`src/rtl/eq_seq_ctrl_pkg.sv`:
```
// Shared definitions for the sequential slice-by-slice equality comparator.
package eq_seq_ctrl_pkg;

    typedef enum logic [1:0] {
        IDLE = 2'd0,
        RUN  = 2'd1,
        DONE = 2'd2
    } state_t;

    localparam int DEF_WIDTH = 32;
    localparam int DEF_SLICE = 2;
    localparam int NSL_W     = 5;

    // Number of slices an operand of width w splits into.
    function automatic int slice_count(input int w, input int s);
        return w / s;
    endfunction

endpackage

```
`src/rtl/eq_seq_ctrl_if.sv`:
```
// Request/result bundle between a requester and the equality comparator.
interface eq_seq_ctrl_if
    import eq_seq_ctrl_pkg::*;
#(
    parameter int WIDTH = DEF_WIDTH
) ();

    logic             start;
    logic [WIDTH-1:0] a;
    logic [WIDTH-1:0] b;
    logic             busy;
    logic             done;
    logic             eq;
    logic [NSL_W-1:0] nslices;

    modport master (
        output start, a, b,
        input  busy, done, eq, nslices
    );

    modport slave (
        input  start, a, b,
        output busy, done, eq, nslices
    );

endinterface

```
`src/rtl/eq_seq_ctrl_eq_slice.sv`:
```
// Combinational equality of one operand slice.
module eq_slice #(
    parameter int SLICE = 2
) (
    input  logic [SLICE-1:0] a,
    input  logic [SLICE-1:0] b,
    output logic             y
);

    assign y = (a == b);

endmodule

```
`src/rtl/eq_seq_ctrl.sv`:
```
// Sequential equality comparator: walks the captured operands one slice per
// cycle from the LSB, stopping early at the first differing slice.
module eq_seq_ctrl
    import eq_seq_ctrl_pkg::*;
#(
    parameter int WIDTH = DEF_WIDTH,
    parameter int SLICE = DEF_SLICE
) (
    input logic          clk,
    input logic          rst,
    eq_seq_ctrl_if.slave bus
);

    localparam int NSL   = slice_count(WIDTH, SLICE);
    localparam int IDX_W = (NSL > 1) ? $clog2(NSL) : 1;
    localparam logic [IDX_W-1:0] LAST_IDX = IDX_W'(NSL - 1);

    state_t           state;
    state_t           state_nxt;
    logic [IDX_W-1:0] idx;
    logic [WIDTH-1:0] a_q;
    logic [WIDTH-1:0] b_q;
    logic             eq_q;
    logic [NSL_W-1:0] nsl_q;
    logic [SLICE-1:0] a_sl;
    logic [SLICE-1:0] b_sl;
    logic             slice_eq;
    logic             accept;
    logic             step;
    logic             last;

    assign a_sl = a_q[int'(idx) * SLICE +: SLICE];
    assign b_sl = b_q[int'(idx) * SLICE +: SLICE];
    assign last = (idx == LAST_IDX);

    eq_slice #(
        .SLICE (SLICE)
    ) u_slice (
        .a (a_sl),
        .b (b_sl),
        .y (slice_eq)
    );

    always_comb begin
        state_nxt = state;
        accept    = 1'b0;
        step      = 1'b0;
        case (state)
            IDLE: begin
                if (bus.start) begin
                    accept    = 1'b1;
                    state_nxt = RUN;
                end
            end
            RUN: begin
                step = 1'b1;
                if (!slice_eq || last) begin
                    state_nxt = DONE;
                end
            end
            DONE:    state_nxt = IDLE;
            default: state_nxt = IDLE;
        endcase
    end

    always_ff @(posedge clk) begin
        if (rst) begin
            state <= IDLE;
        end else begin
            state <= state_nxt;
        end
    end

    // A mismatch or the final matching slice freezes idx; eq/nslices then hold until the next accept.
    always_ff @(posedge clk) begin
        if (rst) begin
            a_q   <= '0;
            b_q   <= '0;
            idx   <= '0;
            eq_q  <= 1'b0;
            nsl_q <= '0;
        end else if (accept) begin
            a_q   <= bus.a;
            b_q   <= bus.b;
            idx   <= '0;
            eq_q  <= 1'b0;
            nsl_q <= '0;
        end else if (step) begin
            nsl_q <= nsl_q + NSL_W'(1);
            if (!slice_eq) begin
                eq_q <= 1'b0;
            end else if (last) begin
                eq_q <= 1'b1;
            end else begin
                idx <= idx + IDX_W'(1);
            end
        end
    end

    assign bus.busy    = (state == RUN);
    assign bus.done    = (state == DONE);
    assign bus.eq      = eq_q;
    assign bus.nslices = nsl_q;

endmodule
```
`src/flat_wrapper.sv`:
```
// flat-port wrapper written by rule: the top's interface ports become plain ports
module eq_seq_ctrl_flat import eq_seq_ctrl_pkg::*;
#(
    parameter int WIDTH = DEF_WIDTH,
    parameter int SLICE = DEF_SLICE
)
  (clk, rst, bus_start, bus_a, bus_b, bus_busy, bus_done, bus_eq, bus_nslices);
  eq_seq_ctrl_if #(.WIDTH(WIDTH)) bus_i ();
  input logic clk;
  input logic rst;
  input wire logic [$bits(bus_i.start)-1:0] bus_start;
  input wire logic [$bits(bus_i.a)-1:0] bus_a;
  input wire logic [$bits(bus_i.b)-1:0] bus_b;
  output wire logic [$bits(bus_i.busy)-1:0] bus_busy;
  output wire logic [$bits(bus_i.done)-1:0] bus_done;
  output wire logic [$bits(bus_i.eq)-1:0] bus_eq;
  output wire logic [$bits(bus_i.nslices)-1:0] bus_nslices;
  assign bus_i.start = bus_start;
  assign bus_i.a = bus_a;
  assign bus_i.b = bus_b;
  assign bus_busy = bus_i.busy;
  assign bus_done = bus_i.done;
  assign bus_eq = bus_i.eq;
  assign bus_nslices = bus_i.nslices;
  eq_seq_ctrl #(.WIDTH(WIDTH), .SLICE(SLICE)) u_core (.clk(clk), .rst(rst), .bus(bus_i));
endmodule
```
`config.mk`:
```
export PLATFORM = sky130hd
export DESIGN_NAME = eq_seq_ctrl_flat
export DESIGN_NICKNAME = d
export VERILOG_FILES = /design/src/rtl/eq_seq_ctrl_pkg.sv /design/src/rtl/eq_seq_ctrl_if.sv /design/src/rtl/eq_seq_ctrl_eq_slice.sv /design/src/rtl/eq_seq_ctrl.sv /design/src/flat_wrapper.sv
export SDC_FILE = /design/constraint.sdc
export NUM_CORES = 1
export LEC_CHECK = 0
export CORE_ASPECT_RATIO = 1.75
export CORE_UTILIZATION = 45
export DETAILED_ROUTE_END_ITERATION = 16
export DONT_BUFFER_PORTS = 1
export PLACE_DENSITY = 0.59
export SLEW_MARGIN = 5
export SYNTH_ARGS = -nofsm -noshare
export SYNTH_HDL_FRONTEND = slang
export SYNTH_SLANG_ARGS = --single-unit
```
`constraint.sdc`:
```
create_clock -name clk -period 4.2 [get_ports clk]
set_input_delay 0.42 -clock clk [delete_from_list [all_inputs] [get_ports clk]]
set_output_delay 0.42 -clock clk [all_outputs]
set_load 0.03 [all_outputs]
```
==> results.py <==
metrics = {
    "layout": {
        "register_area_sq_mm": 0.001521,
        "multiInputGateArea_sq_mm": 0.001574,
        "syn2layout_area_growth_pct": 10.47,
        "final_cell_mix": "nand2_1, dfxtp_1, a21oi_1, mux4_2, nor2_1",
        "fin_nets": 436,
        "nFillCells": 683,
        "final_common_cell": "nand2_1",
        "fin_util": 0.5181,
        "layout-drive-gt1-share": 0.09946,
        "antenna_cells": 0,
        "stdcell_area_sq_mm": 0.003578,
    },
    "synth": {
        "synth_cells": 382,
        "syn_area_sq_mm": 0.003239,
        "avgSynthCellArea_sq_um": 8.480,
        "synth_nets": 451,
        "ys_seq_area_frac": 0.4697,
        "ys_types": 28,
        "yosysWarnings": 0,
        "synth.ff_latch_count": 76,
    },
    "cts": {
        "numCtsBuffers": 9,
        "ctsResizeCount": 0,
        "cts.clk_slew.worst_paths_ns": 0.05,
        "clk_latency_ns": 0.33,
        "cts_setup_buffers": 0,
        "htree_levels": 3,
        "clockRootBuffer": "clkbuf_16",
        "cts_sinks": 76,
        "ctsHoldBuffers": 0,
        "clock_path_buffers": 2,
        "cts_tree": "yes",
    },
    "hold_path": {
        "min_path_type": "primary input to register",
    },
    "timing": {
        "slew_viol_final": 0,
        "post-route-period-util": 0.6697,
        "tns_ns": 0,
        "fmax_mhz": 355.5,
        "slew_headroom": 0.2983,
        "rsz0062_at_grt": "false",
        "setup_violations": 0,
        "tightest_slew_ns": 1.053,
        "fin_crit_ns": 2.813,
        "hold_viol_final": 0,
        "clock_skew_ns": 0.005023,
    },
    "floorplan": {
        "io_pins": 75,
        "dieArea_sq_mm": 0.007555,
        "rows": 40,
        "coreArea_sq_mm": 0.006907,
        "start_util": 0.4690,
        "die_y_um": 114.2,
        "die_x_um": 66.14,
    },
    "global_route": {
        "track_usage": 0.2005,
        "grt_pass1_wl_um": 11120,
        "first_global_vias": 2342,
        "antenna_found_initial": 0,
        "grt-ovfl-total": 0,
        "grt_max_degree": 68,
    },
    "setup_path": {
        "crit_path_top_delay_cell": "dfxtp_1",
        "cpPeakStageDelay_ns": 0.77,
        "endpoint_kind": "register",
        "crit_arrival_ns": 3.04,
        "path_cells": "mux4_2, a22oi_1, nand3_1, xor2_1, nor4_4, a211oi_1, a31o_1",
        "crit_path_max_fanout": 17,
        "critPathKind": "register to register",
        "worst_ep_required_time_ns": 4.42,
        "start_kind": "register",
    },
    "power": {
        "power_leakage_uw": 0.001309,
        "power_density_mw_per_mm2": 525.6,
        "peakVddDrop_v": 0.0002546,
    },
    "detailed_routing": {
        "avgViaCountPerCell": 5.397,
        "drt_drc_violations_left": 0,
        "vias": 2461,
        "wl_um": 6834,
        "drt_iter0_drc": 112,
        "ant_nets": 0,
        "drt_first_pass_iters": 4,
        "routedWlPerCell_um": 14.99,
    },
    "place": {
        "io_buffers": 0,
        "hpwl_um": 4682,
        "gp_congestion": 0.7375,
        "place_area_sq_mm": 0.003227,
    },
    "job": {
        "cap_violations": 0,
    },
    "status": {
        "status": "finished, final reports clean",
    },
}
synth_stat cells, drive strengths merged:
| master | number | share of area |
|---|---|---|
| nor2 | 14 | 0.016 |
| mux4 | 16 | 0.11 |
| and2 | 1 | 0.0019 |
| nor3 | 3 | 0.0046 |
| nor4 | 1 | 0.0066 |
| inv | 2 | 0.0023 |
| and3 | 2 | 0.0039 |
| a31o | 1 | 0.0027 |
| nand3 | 9 | 0.014 |
| nor2b | 5 | 0.0097 |
| mux2i | 1 | 0.0031 |
| nand2 | 136 | 0.16 |
| nand4 | 2 | 0.0039 |
| dfxtp | 76 | 0.47 |
| a21o | 1 | 0.0023 |
| xnor2 | 2 | 0.0054 |
| clkinv | 1 | 0.0012 |
| a21oi | 67 | 0.10 |
| a22oi | 4 | 0.011 |
| ha | 2 | 0.0077 |
| nand2b | 2 | 0.0039 |
| a211oi | 1 | 0.0023 |
| buf | 4 | 0.014 |
| xor2 | 5 | 0.014 |
| clkbuf | 24 | 0.028 |
critical path, delay by kind of cell, from the launching register on:
kind / cells / cell delay [ns]
flip-flops: 1 / 0.77
AND/OR/NAND/NOR: 2 / 0.60
multiplexers: 1 / 0.59
AO/OA/AOI/OAI: 3 / 0.55
XOR/XNOR: 1 / 0.19
cell families (layout without fill, tap and decap cells):
kind of cell | count (synthesis) | count (layout) | share of synthesized area
adders and majority gates | 2 | 2 | 0.007724
and+or+nand+nor | 175 | 175 | 0.2221
muxes | 17 | 17 | 0.1143
xor gates and xnor gates | 7 | 7 | 0.01893
AOI/OAI and AO/OA | 74 | 74 | 0.1217
DFF | 76 | 76 | 0.4697
buffers and inverters | 31 | 21 | 0.04558
path summary, 6_finish.rpt:
check	startpoint	to	slack [ns]	cells past startpoint
worst max-delay path	u_core.idx[2]$_SDFFE_PP0P_	u_core.idx[2]$_SDFFE_PP0P_	1.39	7
worst min-delay path	rst	u_core.state[0]$_SDFFE_PP0P_	0.16	1
worst max register to register	u_core.idx[2]$_SDFFE_PP0P_	u_core.idx[2]$_SDFFE_PP0P_	1.39	7
worst min register to register	u_core.b_q[25]$_SDFFE_PP0P_	u_core.b_q[25]$_SDFFE_PP0P_	0.45	2
power breakdown:
group / leakage, uW / switching (uW) / total (uW) / internal (uW)
Clock: 0.000173 / 278 / 889 / 611
Combinational: 0.000513 / 113 / 188 / 75.2
Sequential: 0.000623 / 31.4 / 804 / 772
sequential cells by signal (all words and copies together) (netlist names):
name,flops
u_core.a_q,32
u_core.idx,4
u_core.b_q,32
u_core.bus.eq,1
u_core.bus.nslices,5
u_core.state,2
cell type report:
cell class,instances,area share
clock inverter,4,0.02657
multi-input combinational,275,0.4399
tap,84,0.02937
sequential,76,0.4252
inverter,3,0.003147
clock buffer,12,0.07168
timing repair buffer,2,0.004196
layer usage:
layer | track usage | share of wire | vias to the layer above
met2 | 0.3190 | 0.49 | 59
li1 | - | - | 1259
met1 | 0.2408 | 0.43 | 1126
met3 | 0.04781 | 0.047 | 17
met5 | 0 | 0 | -
met4 | 0.1191 | 0.032 | 0
through the flow:
stage | instances | hold WS (ns) | setup slack, ns | total power, uW
finish | 456 | 0.1556 | 1.387 | 1881
global route | 456 | 0.1409 | 1.194 | 1963
CTS | 456 | 0.1431 | 1.381 | 1903
detailed placement | 440 | 0.4393 | 1.396 | 1011
global placement | 440 | 0.4335 | 1.534 | 1006
floorplan | 382 | 0.4331 | 1.893 | 982.0
No activity file was read; power rests on OpenSTA's default activity.
==> patch 1, RTL diff (same flow settings) <==
The 3 states of `state_t` get a one-hot encoding in 3 bits.
--- a/src/rtl/eq_seq_ctrl_pkg.sv
+++ b/src/rtl/eq_seq_ctrl_pkg.sv
@@ -1,10 +1,10 @@
 // Shared definitions for the sequential slice-by-slice equality comparator.
 package eq_seq_ctrl_pkg;
 
-    typedef enum logic [1:0] {
-        IDLE = 2'd0,
-        RUN  = 2'd1,
-        DONE = 2'd2
+    typedef enum logic [2:0] {
+        IDLE = 3'b001,
+        RUN  = 3'b010,
+        DONE = 3'b100
     } state_t;
 
     localparam int DEF_WIDTH = 32;
Formal check against the unedited RTL: same outputs for any inputs over 10 cycles, from zero or initial values and one cycle with rst high; not proved beyond that.
==> patch 1 against the original RTL <==
Worst setup slack got worse by 0.071 ns; sequential share of layout area fell by 0.28 points; design area rose by 2.0%; sequential cell count rose by 1; synthesized area rose by 2.5%; synthesized cell count rose by 0.52%; total power fell by 6.0%; routed wire length rose by 6.6%.
==> patch 1: results (changes against the original RTL) <==
* R2R depth at 7 (unchanged)
* Detailed Place HPWL at 5166 um (+10%)
* Hold Path Class: in2reg
* Resize count post-CTS at 0 (unchanged)
* Reg clk slew, reported paths at 0.05 ns (about the same)
* Synth Area in Compound Gates at 13.04% (+0.87 points)
* Crit path max fanout at 17 (unchanged)
* GRT met3 Usage at 4.528% (-0.25 points)
* DR vias at 2525 (+2.6%)
* NetSw at 0.3896 mW (-7.6%)
* Outcome: completed
* Largest net degree at the start of global routing at 72 (+5.9%)
* Ys async rst share at 0% (unchanged)
* H-tree levels at 3 (unchanged)
* Skew final at 0.005331 ns (+0.0003077 ns)
* Hold path endpoint: u_core.b_q[5]$_SDFFE_PP0P_
* Max Used Layer: met4
* Synth warn at 0 (unchanged)
* Power in sequential cells at 0.801 mW (about the same)
* Met1 GRT Util at 22.88% (-1.2 points)
* Register area share after synthesis at 46.44% (-0.53 points)
* Adder-cell share of the synthesized area at 0.7539% (-0.019 points)
* Routed wl met3 at 292 um (-9.0%)
* Nets at 439 (+0.69%)
* Max VDD drop at 291.7 uV (+15%)
* Synth area leaders: dfxtp_1, nand2_1, a21oi_1
* Clock Tree Buf Depth at 2 (unchanged)
* Port-buffer cells at 0 (unchanged)
* Worst R2R End: u_core.state[2]$_SDFFE_PP0P_
* Mux cell area share after synthesis at 12.10% (+0.67 points)
* Critical Path Start: u_core.idx[0]$_SDFFE_PP0P_
* Gate power share at 7.7% (-2.3 points)
* Hold Path Depth at 1 (unchanged)
* First-pass GRT wire length at 11530 um (+3.7%)
* Buffer count from post-CTS setup fixing at 0 (unchanged)
* Initial antenna violation count at 0 (unchanged)
* DR WL met2 at 4013 um (+19%)
* Distinct cells, synth at 37 (+32%)
* CTS Buf Count at 9 (unchanged)
* Crit Path Class: reg2reg
* Worst-skew pair later-pin latency at 0.33 ns (about the same)
* Vias in the first global route at 2391 (+2.1%)
* Slew headroom at 32.50% (+2.7 points)
* Synth top cells by count: nand2_1, dfxtp_1, a21oi_1
* Ratio of cells with drive above 1 in the final layout at 10.13% (+0.19 points)
* WHS at 0.1551 ns (-0.0005450 ns)
* Gr usage total at 20.65% (+0.60 points)
* Initial drt markers at 105 (-6.3%)
* Min-delay src: rst
* Gpl congestion at 0.7891 (+7.0%)
* Syn Nets at 453 (+0.44%)
* Ys flop type: dfxtp_1
* Leak at 1.344 nW (+2.7%)
* Post-synthesis xor/xnor area fraction at 1.583% (-0.31 points)
* R2R setup slack at 1.32 ns (-0.07 ns)
* WL/cell at 15.81 um (+5.5%)
* Metal1 wirelength at 2892 um (-0.96%)
* Worst path arrival time at 3.09 ns (+0.05 ns)
* GRT met2 Usage at 36.84% (+4.9 points)
-- patch 1: critical path, stage by stage, from the launching register on --
cell       delay (ns)
dfxtp_1          0.95
buf_4            0.27
mux4_2           0.51
nand3_2          0.09
nand3_2          0.09
xor2_1           0.44
nor2_1           0.07
a2111oi_0        0.34
-- patch 1: per-stage QoR --
step | worst slack, ns | instance area, sq um | power (mW) | util, % | cells
after floorplan | 2.013 | 3319 | 0.9269 | - | 384
after global placement | 1.343 | 3323 | 0.9508 | 46.27 | 445
after detailed placement | 1.282 | 3323 | 0.9546 | 46.27 | 445
after CTS | 1.275 | 3650 | 1.787 | 50.82 | 461
after global routing | 0.8039 | 3650 | 1.843 | 50.82 | 461
final | 1.317 | 3650 | 1.768 | 50.82 | 461
-- patch 1: area by class of cell --
cell class,count,area [sq um]
fill,716,3532
multi-input combinational,279,1652
sequential,77,1541
clock buffer,12,256.5
tap,86,107.6
clock inverter,4,70.07
timing repair buffer,3,22.52
==> patch 2, RTL diff (same flow settings) <==
Made on the original files. Set the package constant `NSL_W` to 10 (it was 5).
--- a/src/rtl/eq_seq_ctrl_pkg.sv
+++ b/src/rtl/eq_seq_ctrl_pkg.sv
@@ -9,7 +9,7 @@
 
     localparam int DEF_WIDTH = 32;
     localparam int DEF_SLICE = 2;
-    localparam int NSL_W     = 5;
+    localparam int NSL_W     = 10;
 
     // Number of slices an operand of width w splits into.
     function automatic int slice_count(input int w, input int s);
Interface: changed (resized bus_nslices); port bits go from 75 to 80. The function was not compared with the original's and may differ.
==> patch 2 against the original RTL <==
Routed wire length increased by 12%; synthesized area rose by 8.6%; worst setup slack better by 0.017 ns; synthesized cell count is 6.8% higher; sequential cell count rose by 5; total power down 6.4%; die area is 8.4% higher; final cell count increased by 6.1%; critical endpoint is now u_core.idx[1]$_SDFFE_PP0P_; design area grew 5.6%.
==> patch 2: results (changes against the original RTL) <==
* Crit path max fanout at 18 (+1)
* Hold Path Depth at 1 (unchanged)
* Gr usage total at 19.92% (-0.13 points)
* Distinct cells, synth at 35 (+25%)
* Critical R2R Launch: u_core.idx[0]$_SDFFE_PP0P_
* Worst path arrival time at 3.05 ns (about the same)
* Fillcell total at 774 (+13%)
* Max VDD drop at 263.5 uV (+3.5%)
* CP peak stage delay at 0.88 ns (+0.11 ns)
* Placed cells at 468 (+6.4%)
* R2R depth at 6 (-1)
* DR vias at 2651 (+7.7%)
* WHS at 0.1601 ns (+0.004459 ns)
* Worst R2R End: u_core.idx[1]$_SDFFE_PP0P_
* Largest net degree at the start of global routing at 70 (+2.9%)
* Gpl congestion at 0.7965 (+8.0%)
* Hold path endpoint: u_core.b_q[28]$_SDFFE_PP0P_
* Syn Inst Count at 408 (+6.8%)
* Skew final at 0.002782 ns (-0.002241 ns)
* Leak at 1.401 nW (+7.1%)
* Minimum clock period at 2.795 ns (-0.01731 ns)
* Register area share after synthesis at 46.09% (-0.88 points)
* Synth top cells by count: nand2_1, dfxtp_1, a21oi_1
* First-pass GRT wire length at 11920 um (+7.1%)
* Vias in the first global route at 2574 (+9.9%)
* Nets at 460 (+5.5%)
* Wirelength, routed at 7623 um (+12%)
* Placed cell areas at 3505 sq um (+8.6%)
* Initial drt markers at 95 (-15%)
* Outcome: completed
* Detailed Place HPWL at 5454 um (+16%)
* Ratio of cells with drive above 1 in the final layout at 7.071% (-2.9 points)
## patch 2: layer usage
metal	wire (um)	GRT usage, %
met3	286	4.310
met5	0	0
met2	4112	34.77
met1	3070	22.06
met4	154	8.546
## patch 2: cell families after synthesis
logic type / Yosys count / synth area share (%)
multiplexers: 19 / 12.06
AO/OA/AOI/OAI: 75 / 11.20
buffers and inverters: 31 / 4.054
flip-flops: 81 / 46.09
adder cells (fa/ha/maj): 2 / 0.7111
XOR/XNOR: 13 / 3.450
AND/OR/NAND/NOR: 187 / 22.44
## patch 2: cell type report
type,count,area [sq um],share of cell area [%]
Sequential cell,81,1622,42.90
Timing Repair Buffer,1,7.507,0.1986
Inverter,2,7.507,0.1986
Multi-Input combinational cell,296,1758,46.51
Tap cell,88,110.1,2.913
Clock inverter,3,15.01,0.3972
Clock buffer,13,260.3,6.885
## patch 2: report_power, final
group	switching (mW)	internal (mW)	total, mW
logic	0.111	0.0755	0.187
registers	0.0389	0.820	0.858
clock network	0.286	0.430	0.716
total	0.436	1.32	1.76
